--- src/rtl/stream_demux_pkg.sv ---
// stream_demux_pkg: shared types and widths for the stream demultiplexer.
//   entry_t    - one buffered beat {sel, data}, sized for the default channel
//                count and payload width; override the package widths together
//                with the stream_demux parameters.
//   occ_e      - skid buffer occupancy (EMPTY, ONE, TWO).
//   DROP_CNT_W - width of the dropped-beat counter (STREAM_DEMUX_ERR_EN builds).
package stream_demux_pkg;

    localparam int unsigned DEF_N_OUT    = 3;
    localparam int unsigned DEF_DATA_W   = 8;
    localparam int unsigned ENTRY_SEL_W  = $clog2(DEF_N_OUT);
    localparam int unsigned ENTRY_DATA_W = DEF_DATA_W;
    localparam int unsigned DROP_CNT_W   = 8;

    typedef struct packed {
        logic [ENTRY_SEL_W-1:0]  sel;
        logic [ENTRY_DATA_W-1:0] data;
    } entry_t;

    typedef enum logic [1:0] {
        EMPTY = 2'd0,
        ONE   = 2'd1,
        TWO   = 2'd2
    } occ_e;

endpackage

--- src/rtl/stream_demux_onehot.sv ---
// demux_onehot: combinational select decoder.
//   valid  in   1      qualifies the select
//   sel    in   SEL_W  channel index
//   onehot out  N_OUT  bit sel set when valid and sel < N_OUT, else all zero
module demux_onehot
    import stream_demux_pkg::*;
#(
    parameter int unsigned N_OUT = DEF_N_OUT,
    parameter int unsigned SEL_W = $clog2(N_OUT)
) (
    input  logic             valid,
    input  logic [SEL_W-1:0] sel,
    output logic [N_OUT-1:0] onehot
);

    // Out-of-range selects match no bit and so decode to zero.
    always_comb begin
        onehot = '0;
        for (int unsigned i = 0; i < N_OUT; i++) begin
            onehot[i] = valid && (32'(sel) == i);
        end
    end

endmodule

--- src/rtl/stream_demux.sv ---
// stream_demux: valid/ready demultiplexer with a 2-entry skid buffer.
// Each accepted beat is stored and later presented on channel in_sel; beats
// leave in strict arrival order across all channels. in_ready is registered.
// Beats whose in_sel >= N_OUT are accepted and discarded.
//   clk, rst_n           clock, synchronous active-low reset
//   in_valid/in_ready    producer handshake
//   in_data, in_sel      payload and destination channel
//   out_valid[N_OUT]     one-hot (or zero) head-valid per channel
//   out_ready[N_OUT]     per-channel consumer ready
//   out_data             head payload, shared by all channels (0 when empty)
//   err, drop_cnt        only with STREAM_DEMUX_ERR_EN: sticky bad-select flag
//                        and saturating count of dropped beats
module stream_demux
    import stream_demux_pkg::*;
#(
    parameter  int unsigned N_OUT  = DEF_N_OUT,
    parameter  int unsigned DATA_W = DEF_DATA_W,
    localparam int unsigned SEL_W  = $clog2(N_OUT)
) (
    input  logic                  clk,
    input  logic                  rst_n,
    input  logic                  in_valid,
    output logic                  in_ready,
    input  logic [DATA_W-1:0]     in_data,
    input  logic [SEL_W-1:0]      in_sel,
    output logic [N_OUT-1:0]      out_valid,
    input  logic [N_OUT-1:0]      out_ready,
    output logic [DATA_W-1:0]     out_data
`ifdef STREAM_DEMUX_ERR_EN
    ,
    output logic                  err,
    output logic [DROP_CNT_W-1:0] drop_cnt
`endif
);

    occ_e   state_q, state_d;
    entry_t head_q, head_d;
    entry_t tail_q, tail_d;
    entry_t in_entry_c;
    logic   in_ready_q;
    logic   sel_ok_c;
    logic   in_xfer_c;
    logic   push_c;
    logic   pop_c;

    // Input handshake qualification; only in-range selects are stored.
    always_comb begin
        sel_ok_c        = (32'(in_sel) < N_OUT);
        in_xfer_c       = in_valid && in_ready_q;
        push_c          = in_xfer_c && sel_ok_c;
        in_entry_c.sel  = in_sel;
        in_entry_c.data = in_data;
    end

    // Head decode; out_ready of non-head channels is masked off here.
    demux_onehot #(
        .N_OUT (N_OUT),
        .SEL_W (SEL_W)
    ) u_onehot (
        .valid  (state_q != EMPTY),
        .sel    (head_q.sel),
        .onehot (out_valid)
    );

    assign pop_c    = |(out_valid & out_ready);
    assign out_data = (state_q != EMPTY) ? head_q.data : '0;
    assign in_ready = in_ready_q;

    // Occupancy and entry movement.
    always_comb begin
        state_d = state_q;
        head_d  = head_q;
        tail_d  = tail_q;
        unique case (state_q)
            EMPTY: begin
                if (push_c) begin
                    head_d  = in_entry_c;
                    state_d = ONE;
                end
            end
            ONE: begin
                unique case ({push_c, pop_c})
                    2'b10: begin
                        tail_d  = in_entry_c;
                        state_d = TWO;
                    end
                    2'b01: state_d = EMPTY;
                    2'b11: head_d  = in_entry_c;
                    default: ;
                endcase
            end
            TWO: begin
                // in_ready is low in TWO, so only a pop can happen.
                if (pop_c) begin
                    head_d  = tail_q;
                    state_d = ONE;
                end
            end
            default: state_d = EMPTY;
        endcase
    end

    // State register; in_ready is held low through reset.
    always_ff @(posedge clk) begin
        if (!rst_n) begin
            state_q    <= EMPTY;
            head_q     <= '0;
            tail_q     <= '0;
            in_ready_q <= 1'b0;
        end else begin
            state_q    <= state_d;
            head_q     <= head_d;
            tail_q     <= tail_d;
            in_ready_q <= (state_d != TWO);
        end
    end

`ifdef STREAM_DEMUX_ERR_EN
    logic                  drop_c;
    logic                  err_q;
    logic [DROP_CNT_W-1:0] drop_cnt_q;

    assign drop_c = in_xfer_c && !sel_ok_c;

    // Sticky error flag and saturating drop counter.
    always_ff @(posedge clk) begin
        if (!rst_n) begin
            err_q      <= 1'b0;
            drop_cnt_q <= '0;
        end else if (drop_c) begin
            err_q <= 1'b1;
            if (drop_cnt_q != '1) begin
                drop_cnt_q <= drop_cnt_q + DROP_CNT_W'(1);
            end
        end
    end

    assign err      = err_q;
    assign drop_cnt = drop_cnt_q;
`else
    // Bad-select beats complete their handshake and are simply not stored.
`endif

endmodule

--- config.mk ---
export PLATFORM = sky130hd
export DESIGN_NAME = stream_demux
export DESIGN_NICKNAME = d
export VERILOG_FILES = /design/src/rtl/stream_demux_pkg.sv /design/src/rtl/stream_demux_onehot.sv /design/src/rtl/stream_demux.sv
export SDC_FILE = /design/constraint.sdc
export NUM_CORES = 1
export LEC_CHECK = 0
export CAP_MARGIN = 10
export CORE_ASPECT_RATIO = 1.5
export CORE_UTILIZATION = 55
export DETAILED_ROUTE_END_ITERATION = 12
export DONT_BUFFER_PORTS = 1
export GPL_ROUTABILITY_DRIVEN = 1
export PLACE_DENSITY = 0.78
export SETUP_SLACK_MARGIN = 0.2
export SLEW_MARGIN = 10
export SYNTH_ARGS = -nofsm -noshare
export SYNTH_HDL_FRONTEND = slang
export SYNTH_SLANG_ARGS = --single-unit
--- constraint.sdc ---
create_clock -name clk -period 1.7 [get_ports clk]
set_input_delay 0.34 -clock clk [delete_from_list [all_inputs] [get_ports clk]]
set_output_delay 0.34 -clock clk [all_outputs]
set_load 0.02 [all_outputs]
### Word level (Yosys, flattened, before mapping)

Index checks and enable logic that the tools add are counted.

| cells by class | value |
|---|---|
| add/sub/neg operators | 0 |
| magnitude comparators | 1 |
| mux-type cells | 9 |
| shifts and indexed selects | 0 |
| div/mod/pow operators | 0 |
| bitwise gates (word level) | 1 |
| multipliers | 0 |
| reductions and logical operators | 12 |
| eq/ne operators | 11 |

Operators with widths:

| cell | count |
|---|---|
| $mux 10 | 3 |
| $pmux 10 s3 | 1 |
| $eq 2x2->1 const B | 4 |
| $mux 8 | 1 |
| $eq 2x1->1 const B | 3 |
| $ne 2x2->1 const B | 3 |
| $pmux 2 s3 | 1 |
| $logic_and 1x1->1 | 5 |
| $logic_not 2->1 | 2 |
| $mux 2 | 2 |
| $pmux 2 s2 | 1 |
| $reduce_and 4->1 | 1 |
| $and 3x3->3 | 1 |
| $reduce_bool 3->1 | 1 |
| $reduce_or 3->1 | 1 |
| $lt 2x2->1 const B | 1 |
| $ne 2x1->1 const B | 1 |
| $reduce_and 2->1 | 1 |
| $reduce_bool 2->1 | 1 |

| storage, ports and cells | value |
|---|---|
| memories | 0 |
| memory bits (writable) | 0 |
| register bits after elaboration | 23 |
| bits of input ports | 16 |
| logic and storage cells | 40 |
| output and inout port bits | 12 |
| memory bits (read-only) | 0 |
| bits in latches | 0 |

### Longest topological paths before layout

| logic depth | value |
|---|---|
| word-level depth | 8 |
| depth in mapped cells | 10 |
| gate-level depth less buffers | 9 |

### Cells and area by module

Synthesis repeated with hierarchy kept, for this count alone.

| second synthesis, totals | value |
|---|---|
| cells, all modules | 137 |
| area total of the unflattened synthesis | 1,174.9 µm² |

By module, submodules not included:

| module | cells each | times used | seq. area each (µm²) | area an instance (µm²) |
|---|---|---|---|---|
| stream_demux | 134 | 1 | 460.4 | 1,144.8 |
| demux_onehot | 3 | 1 | 0.0 | 30.0 |

### Worst setup path before layout

OpenSTA, ideal clock, no wires.

| timing | value |
|---|---|
| path kind | flip-flop to flip-flop |
| start | reg state_q[1] |
| end | reg tail_q[0] (netlist bit) |
| clock period less this slack | 2.187 ns |
| data required time | 1.572 ns |
| stages on the path, launching flop included | 9 |
| setup slack | -0.487 ns |
| buffers on the path | 1 |
| data arrival time | 2.059 ns |
| setup time | 0.128 ns |
| cell sequence | dfxtp_1 nor2_1 nor3_1 a22oi_1 ha_1 nand3b_1 buf_4 mux2i_1 nor2_1 |

| between the ends | value |
|---|---|
| cells in the longest elaborated chain, start to end | 6 |
| elaborated cells between the ends (all ways) | 9 |
| those cells by class | eq/ne: 2; bitwise: 1; reduce/logical: 6 |

RTL lines:

| item | RTL line | text |
|---|---|---|
| from (decl) | stream_demux.sv:36 | `occ_e state_q, state_d;` |
| from (signal assigned) | stream_demux.sv:111 | `state_q <= state_d;` |
| $reduce_bool 2->1 | stream_demux.sv:60 | `.valid (state_q != EMPTY),` |
| $logic_and 1x1->1 | stream_demux_onehot.sv:20 | `onehot[i] = valid && (32'(sel) == i);` |
| via out_valid[0] | stream_demux.sv:26 | `output logic [N_OUT-1:0] out_valid,` |
| $and 3x3->3 | stream_demux.sv:65 | `assign pop_c = \|(out_valid & out_ready);` |
| $reduce_or 3->1 | stream_demux.sv:65 |  |
| $eq 2x2->1 | stream_demux.sv:82 | `unique case ({push_c, pop_c})` |
| $reduce_and 2->1 (no line) | n/a |  |
| to (signal assigned) | stream_demux.sv:113 | `tail_q <= tail_d;` |
| to (decl) | stream_demux.sv:38 | `entry_t tail_q, tail_d;` |

The timed path passes the listed nets, and every way through them passes these cells.
A chain may end at the register's enable or synchronous reset.

### Final worst setup path

| timing | value |
|---|---|
| start | reg state_q[0] |
| end | reg head_q[8] (netlist bit) |

| between the ends | value |
|---|---|
| cells in the longest elaborated chain, start to end | 7 |
| elaborated cells between the ends (all ways) | 16 |
| those cells by class | eq/ne: 6; mux: 1; bitwise: 1; reduce/logical: 8 |

RTL lines:

| item | RTL line | text |
|---|---|---|
| $reduce_bool 2->1 | stream_demux.sv:60 |  |
| $logic_and 1x1->1 | stream_demux_onehot.sv:20 |  |
| $and 3x3->3 | stream_demux.sv:65 |  |
| $reduce_or 3->1 | stream_demux.sv:65 |  |
| $eq 2x2->1 | stream_demux.sv:82 |  |
| $ne 2x1->1 (no line) | n/a |  |
| $reduce_and 4->1 (no line) | n/a |  |
| to (signal assigned) | stream_demux.sv:107 | `head_q <= '0;` |
| to (signal assigned) | stream_demux.sv:112 | `head_q <= head_d;` |
| to (decl) | stream_demux.sv:37 | `entry_t head_q, head_d;` |

Several ways; a longest one is shown, not always the timed one.

==> impl_metrics.toml <==
[run_status]
outcome = "complete, no violations"

[drt]
via_count = 917
wl_mm = 2.32
viasPerCell = 5.63
firstDrtPassIters = 3
wl_per_cell_um = 14.3
ant_nets = 0
drc_errors = 0
drt_iter0_markers = 12

[placement]
dpl.hpwl_mm = 1.72
placedCellCount = 154
place_ws_ns = -0.0676
postPlaceCellArea_mm2 = 0.00131
io_buffers = 0
place_congestion = 0.729

[floorplanning]
rows = 20
start_util_pct = 58.6
ios = 28
die-area_mm2 = 0.00235
die_w_um = 40.0
die_h_um = 58.9
core_mm2 = 0.00203

[synth]
synth-edff-count = 0
synth-warning-count = 0
synth_cell_types = 25
syn_nets = 147
syn_area_mm2 = 0.00119
ys_seq_elements = 23
async_reset_ff_share_pct = 0
synth_cells = 129
syn_area_per_cell_um2 = 9.21
synth_ff_type = "dfxtp_1"
seq_area_frac_synth_pct = 38.7

[finish]
nFillCells = 157
nets = 160
syn_to_final_growth_pct = 23.1
diodes = 0
final_area_mm2 = 0.00146
seq_area_um2 = 475
final_util_pct = 72.2
drive_above_1_share_pct = 38.3
fin_cells = 163
multi_input_area_um2 = 756

[setup_path]
path_class = "reg2reg"
crit_slowest_cell = "dfxtp_4"
path_max_fanout = 5
crit_arrival_ns = 1.90
cp.required_ns = 1.92
cp_cell_sequence = "or2_4 > a22oi_2 > inv_1 > ha_2 > inv_2 > o21ai_2 > o211ai_4 > buf_12 > mux2i_1"
start_kind = "flip-flop"
cp-end-kind = "flip-flop"
slowest_delay_ns = 0.38

[global_routing]
grt_overflow = 0
grt_pass1_wl_mm = 3.49
grt_max_degree = 25
antenna_found_initial = 0
grt_pass1_vias = 861
grt_use_total_pct = 21.3

[timing]
grt_setup_unrepaired = "yes"
finalHoldViolCount = 0
setup_tns_ns = 0
fmax_ghz = 0.596
worst_slack_ns = 0.0226
hold_ws_ns = 0.170
slew_headroom_pct = 75.0
finalMaxSlewViolations = 0
clock_skew_ns = 0.00589
fin_crit_sh_pct = 98.7
setup_viol = 0
layout_min_cycle_time_ns = 1.68
worst_pin_slew_ns = 0.375

[pwr]
power_leakage_nw = 0.683
total_power_mw = 1.01
p_per_area_mw_per_mm2 = 693
max-vdd-ir-drop_mv = 0.733

[job]
max_cap_violations = 0

[clock_network]
ctsRootBufferMaster = "clkbuf_4"
h-tree-depth = 1
cts.sinks = 23
cts_tree = "done"
numCtsBuffers = 3
clk_pin_slew_ns = 0.12
insertion_delay_ns = 0.29
clockBufferDepth = 2

[worst_hold_path]
hp-class = "in2reg"
[repair_timing]
action / 4_1_cts / 5_1_grt
resized for setup: 27 / 7
cloned: 1 / 0
setup buffers: 3 / 1
hold endpoints to repair: 0 / 0
setup endpoints to repair: 33 / 33
hold buffers: 0 / 0
pin swaps: 4 / 3
[per-layer routing]
metal  global-route usage (%)  up-vias  share of wire, %
li1                         -      460                 -
met1                     24.1      432                41
met2                     36.9       21                53
met3                     4.91        4               4.1
met4                     7.39        0               2.2
met5                        0        -                 0
[placed cells by master, fill, tap and decap left out, types with 2 or more instances in the layout]
cell type and n:
a21oi_1 2, and2_4 8, buf_12 2, buf_4 10
buf_6 2, clkbuf_4 3, dfxtp_1 19, dfxtp_4 4
ha_2 2, inv_1 2, mux2_1 2, mux2_2 8
mux2i_1 22, nand2_1 23, nand3b_1 2, nor2_1 10
o21ai_2 2
[power breakdown]
group          internal [mW]  switching (mW)
sequential             0.562          0.0184
clock                 0.0874           0.149
combinational          0.107          0.0908
[synth_stat cells (3+ instances only)]
master,n,share of area [%]
o21ai_0,3,1.3
inv_1,3,0.95
clkbuf_1,3,0.95
and2_1,8,4.2
dfxtp_1,23,39
mux2_2,8,7.6
nand2_1,23,7.3
nor2_1,11,3.5
a21oi_1,3,1.3
mux2i_1,22,19
[cells by family (layout without fill, tap and decap cells)]
| group | count (synthesis) | count (layout) | synth area share, % |
|---|---|---|---|
| muxes | 32 | 32 | 28.0 |
| AOI/OAI and AO/OA | 11 | 11 | 6.74 |
| buffers and inverters | 10 | 22 | 4.53 |
| DFF | 23 | 23 | 38.7 |
| and+or+nand+nor | 51 | 51 | 19.9 |
| adders and majority gates | 2 | 2 | 2.10 |
[path summary, 6_finish.rpt]
check                                start         to  slack (ns)  cells past startpoint
worst max-delay path            state_q[0]  head_q[8]        0.02                      9
worst min-delay path                 rst_n  head_q[3]        0.17                      2
worst max register to register  state_q[0]  head_q[8]        0.02                      9
worst min register to register   head_q[4]  head_q[4]        0.47                      2
[cell type report]
type,count,share of cell area (%)
Multi-Input combinational cell,96,51.7
Clock buffer,3,1.54
Inverter,3,0.770
Timing Repair Buffer,15,11.3
Sequential cell,23,32.5
Clock inverter,1,0.342
Tap cell,22,1.88
[worst max-delay path: cells and delay by family (launching register included)]
kind	cells	cell delay, ns
flip-flops	1	0.38
AO/OA/AOI/OAI	3	0.36
buffers and inverters	3	0.28
AND/OR/NAND/NOR	1	0.25
adder cells (fa/ha/maj)	1	0.19
multiplexers	1	0.16
[registers in the layout, indices dropped and copies added, names as in the netlist]
register  flops
head_q       10
in_ready      1
state_q       2
tail_q       10
(Power assumes the default switching activity.)
